$ cat src/rtl/la_demuxi3_pipe.sv
// Registered 3-way inverting demultiplexer with valid/ready on both sides.
// A two-entry skid buffer keeps in_ready a pure register output.
module la_demuxi3_pipe #(
  parameter int    DW   = 8,
  parameter string PROP = "DEFAULT"
) (
  input  logic          clk,
  input  logic          reset,
  input  logic          in_valid,
  output logic          in_ready,
  input  logic [DW-1:0] d,
  input  logic          s0,
  input  logic          s1,
  output logic          valid0,
  output logic          valid1,
  output logic          valid2,
  input  logic          ready0,
  input  logic          ready1,
  input  logic          ready2,
  output logic [DW-1:0] z0,
  output logic [DW-1:0] z1,
  output logic [DW-1:0] z2
);

  typedef enum logic [1:0] {
    EMPTY = 2'd0,
    ONE   = 2'd1,
    FULL  = 2'd2
  } state_t;

  state_t        state, state_nxt;
  logic [DW-1:0] m_data, m_data_nxt;
  logic [DW-1:0] s_data, s_data_nxt;
  logic [1:0]    m_idx, m_idx_nxt;
  logic [1:0]    s_idx, s_idx_nxt;
  logic [1:0]    in_idx;
  logic          in_ready_q, in_ready_nxt;
  logic          m_valid;
  logic          head_ready;
  logic          in_fire;
  logic          o_fire;

  // Same decode as the inverting mux cell: s1 dominates s0
  assign in_idx  = s1 ? 2'd2 : (s0 ? 2'd1 : 2'd0);
  assign m_valid = (state != EMPTY);
  assign in_fire = in_valid & in_ready_q;
  assign o_fire  = m_valid & head_ready;

  always_comb begin
    head_ready = 1'b0;
    case (m_idx)
      2'd0:    head_ready = ready0;
      2'd1:    head_ready = ready1;
      2'd2:    head_ready = ready2;
      default: head_ready = 1'b0;
    endcase
  end

  always_comb begin
    state_nxt  = state;
    m_data_nxt = m_data;
    m_idx_nxt  = m_idx;
    s_data_nxt = s_data;
    s_idx_nxt  = s_idx;
    case (state)
      EMPTY: begin
        if (in_fire) begin
          state_nxt  = ONE;
          m_data_nxt = d;
          m_idx_nxt  = in_idx;
        end
      end
      ONE: begin
        if (in_fire && o_fire) begin
          m_data_nxt = d;
          m_idx_nxt  = in_idx;
        end else if (in_fire) begin
          state_nxt  = FULL;
          s_data_nxt = d;
          s_idx_nxt  = in_idx;
        end else if (o_fire) begin
          state_nxt = EMPTY;
        end
      end
      FULL: begin
        // in_ready is low here, so only the head can move
        if (o_fire) begin
          state_nxt  = ONE;
          m_data_nxt = s_data;
          m_idx_nxt  = s_idx;
        end
      end
      default: state_nxt = EMPTY;
    endcase
    in_ready_nxt = (state_nxt != FULL);
  end

  always_ff @(posedge clk or posedge reset) begin
    if (reset) begin
      state      <= EMPTY;
      m_data     <= '0;
      m_idx      <= 2'd0;
      s_data     <= '0;
      s_idx      <= 2'd0;
      in_ready_q <= 1'b1;
    end else begin
      state      <= state_nxt;
      m_data     <= m_data_nxt;
      m_idx      <= m_idx_nxt;
      s_data     <= s_data_nxt;
      s_idx      <= s_idx_nxt;
      in_ready_q <= in_ready_nxt;
    end
  end

  assign in_ready = in_ready_q;
  assign valid0   = m_valid & (m_idx == 2'd0);
  assign valid1   = m_valid & (m_idx == 2'd1);
  assign valid2   = m_valid & (m_idx == 2'd2);
  assign z0       = valid0 ? ~m_data : '1;
  assign z1       = valid1 ? ~m_data : '1;
  assign z2       = valid2 ? ~m_data : '1;

endmodule

$ cat config.mk
export PLATFORM = sky130hd
export DESIGN_NAME = la_demuxi3_pipe
export DESIGN_NICKNAME = d
export VERILOG_FILES = /design/src/rtl/la_demuxi3_pipe.sv
export SDC_FILE = /design/constraint.sdc
export NUM_CORES = 1
export LEC_CHECK = 0
export BUFFER_PORTS_ARGS = -buffer_cell sky130_fd_sc_hd__buf_2
export CAP_MARGIN = 40
export CORE_MARGIN = 2
export CORE_UTILIZATION = 44
export DETAILED_ROUTE_END_ITERATION = 7
export GPL_ROUTABILITY_DRIVEN = 0
export PLACE_DENSITY = 0.74
export SLEW_MARGIN = 15
export SYNTH_ARGS = -nofsm -noshare
export SYNTH_HDL_FRONTEND = slang
export SYNTH_SLANG_ARGS = --single-unit
$ cat constraint.sdc
create_clock -name clk -period 1.5 [get_ports clk]
set_input_delay 0.225 -clock clk [delete_from_list [all_inputs] [get_ports clk]]
set_output_delay 0.225 -clock clk [all_outputs]
set_load 0.005 [all_outputs]
==> summary.md <==
| Metric | Value |
|---|---|
| Status | complete, but fails checks |
| Failing checks | setup timing |
| Synth area leaders | dfrtp_1, nand2_1, mux2_4 |
| Design Area, Final | 1770 um^2 |
| Clock skew | 0.00227 ns |
| Clk_lat worst skew | 0.30 ns |
| Mean routed wirelength per cell | 13.4 um |
| Cell Area, Placed | approximately 1500 um^2 |
| R2r worst-path depth | 5 |
| Setup WS post-layout | -0.0997 ns |
| WS Path Type | reg2out |
| CTS tree | built |
| CP most frequent cell | buf_6 |
| RSZ-0062 raised after global routing | yes |
| Port bufs | 43 |
| F_max | between 0.6 and 0.7 GHz |
| Int Power | 2.19 mW |
| Most instantiated library cell after synthesis | nand2_1 |
| Io pins | 44 |
| Sequential cell area | 579 um^2 |
| Combinational fraction of design power | 58.7% |
| Vias | 1,114 |
| GRT overflow | 0 |
| Leak | 0.810 nW |
| Peak VDD IR | 1130 uV |
| Cell Chain, Critical Path | buf_6 -> nor3b_4 -> buf_6 -> nand2_1 -> buf_2 |
| R2r endpoint | s_data[6] |
| Detail Placement HPWL | between 2000 and 2500 um |
| Post-synthesis cell count | 130 |
| Die ar. | approximately 3200 um^2 |
| YS warnings | 0 |
| Critical Path AT | approximately 1.4 ns |
| Clock share of power | 7.6% |
| Worst-Margin Slew | 0.292 ns |
| CTS buffer count | 3 |
| GRT Overall Usage | 17.6% |
| Fraction of layout cells with a size suffix above 1 | between 50% and 60% |
| Syn avg cell area | about 9.5 um^2 |
| Critical Path RT | 1.27 ns |
| Post-synth ARST share | 100% |
| Hold Startpoint | d[0] |
| Worst reg-to-reg setup slack | -0.1 ns |
| CP max-delay cell | dfrtp_1 |
| Non-Filler Instances | 221 |
| # placed instances | 206 |
| Power per cell area | 2020 nW/um^2 |
| Crit path largest cell delay | around 0.41 ns |
| First-pass GRT wire length | 4650 um |
| Clk slew on worst S/H paths | around 0.12 ns |
| Relative slew slack | 80.5% |
| Synthesized cell area | 1230 um^2 |
| Hold Vio Cnt, Final | 0 |
| Hold Crit Depth | 2 |
| DRT iter0 DRCs | 35 |
| Final setup vio count | 38 |
| Most frequent cells after synthesis | nand2_1, dfrtp_1, a21oi_1, a31oi_1, mux2_4 |
| Number of global-route vias before repair | slightly above 1,000 |
| Syn_nets | approximately 150 |
| First-pass detailed-route iteration total | 4 |
| # Max-Cap Violations | 0 |
| Htree depth | 1 |
| Core area | 2710 um^2 |
| Die width | about 57 um |
| Unique masters post-synth | 28 |
| Starting density of the core | 45.5% |
| Drt total wl | between 2000 and 3000 um |
| Critical Path Start Type | register |
| Crit path max fanout | 9 |
| Sw Ratio | 39.0% |
| DRC viols | 0 |
| Layout area overhead | 43.8% |
| Initial antenna violation count | 0 |
| Post-synth EDFFs | 0 |
| Fin Hold WS | 0.168 ns |
| Clock Tree Buf Depth | 2 |
| Min-Delay Endpoint | s_data[0] |
| Seq pwr share | 33.7% |
| Hold/Removal Path Class | in2reg |
| Top FF cell, synth | dfrtp_1 |
| Routed vias/inst | 5.04 |
| Rows | 19 |
| ANT cells | 0 |
| CTS root buf | clkbuf_4 |
| Worst R2R Start | m_idx[1] |
| CP bufs+invs | 3 |
| Max-slew violations | 0 |
| Yosys top cell by area | dfrtp_1 |
| Seq cells post-synth | 23 |
| Layout Nets | 207 |
| Sink count of the clock tree | 23 |
| Post-synthesis sequential area ratio | 46.8% |
| CP Capture Type | primary output |
| Crit-path leading delay family | buffers and inverters |
| Fill count | 237 |
| Minimum clock period | approximately 1.6 ns |
| Die Y | ~57 um |
| Yosys top cell area share | 44.6% |
| Footprint of the multi-input gates | 692 um^2 |
| Setup WS pre-CTS | -0.0246 ns |
| P_sw | 1.40 mW |
| Routed Antenna Nets | 0 |
| Crit share post-route | 107% |
| Pin count of the biggest net entering global routing | 24 |
## cells in the final DEF (no fill, tap or decap), types with 2 or more instances in the layout
cell / count
clkbuf_4: 3
dfrtp_1: 20
buf_2: 40
nor3b_4: 2
inv_1: 2
dfrtp_2: 2
a31oi_1: 8
nand2b_1: 2
nand2_2: 6
buf_4: 13
nand2_1: 39
buf_6: 9
mux2_4: 10
a21oi_1: 13
## metal layers
| layer | up-vias | global-route usage [%] | wire (um) |
|---|---|---|---|
| met4 | 0 | 5.32 | 23 |
| met3 | 2 | 0.907 | 118 |
| met1 | 514 | 25.1 | 1340 |
| met5 | - | 0 | 0 |
| met2 | 33 | 29.4 | 1480 |
| li1 | 565 | - | - |
## worst max-delay path by stage
stage | from | endpoint | slack (ns) | cells after the start
2_1_floorplan | m_idx[1] | s_data[0] | 0.04 | 5
3_3_place_gp | in_ready | s_data[3] | 0.03 | 4
3_5_place_dp | m_idx[1] | z1[7] | -0.02 | 4
4_1_cts | m_idx[1] | s_data[4] | -0.09 | 5
5_1_grt | state[1] | z2[4] | -0.18 | 5
6_report | m_idx[1] | z1[4] | -0.1 | 5
## worst register-to-register path, cell delays in order, from the launching register on
cell	delay, ns
dfrtp_1	0.41
buf_4	0.15
nand3b_1	0.28
o2111ai_4	0.17
buf_12	0.18
mux2_4	0.30
## power by group through the flow
stage          Combinational, mW  Sequential [mW]  Clock [mW]
2_1_floorplan               1.10             1.11           0
3_3_place_gp                1.47             1.18           0
3_5_place_dp                1.52             1.20           0
4_1_cts                     1.79             1.19       0.286
5_1_grt                     2.28             1.25       0.300
6_report                    2.11             1.21       0.273
## area by class of cell
type / instances / share of cell area [%]
Multi-Input combinational cell: 97 / 39.0
Sequential cell: 23 / 32.7
Timing Repair Buffer: 64 / 24.2
Tap cell: 31 / 2.19
Clock buffer: 3 / 1.27
Inverter: 2 / 0.423
Clock inverter: 1 / 0.282
## registers in the layout (all words and copies together), names as in the netlist
register	count
s_data	8
s_idx	2
m_idx	2
in_ready	1
state	2
m_data	8
## stage by stage
stage | util [%] | TNS [ns] | power [mW]
3_5_place_dp | 56.1 | -0.129 | 2.73
5_1_grt | 65.5 | -6.43 | 3.83
3_3_place_gp | 56.1 | 0 | 2.66
4_1_cts | 61.4 | -2.47 | 3.27
2_1_floorplan | - | 0 | 2.22
6_report | 65.5 | -2.96 | 3.59
## logic make-up (layout without fill, tap and decap cells)
kind of cell,after synthesis,in the layout,share of synthesized area (%)
AO/OA/AOI/OAI,29,29,13.9
flip-flops,23,23,46.8
AND/OR/NAND/NOR,57,57,21.0
multiplexers,11,11,13.4
buffers and inverters,10,70,4.97
## timing repair
item	4_1_cts	5_1_grt
setup buffers	7	1
hold endpoints to repair	22	0
gates resized for setup	13	22
gates cloned	0	2
hold buffers	1	0
pin swaps	1	3
setup endpoints to repair	36	48
No activity file was read; power rests on OpenSTA's default activity.
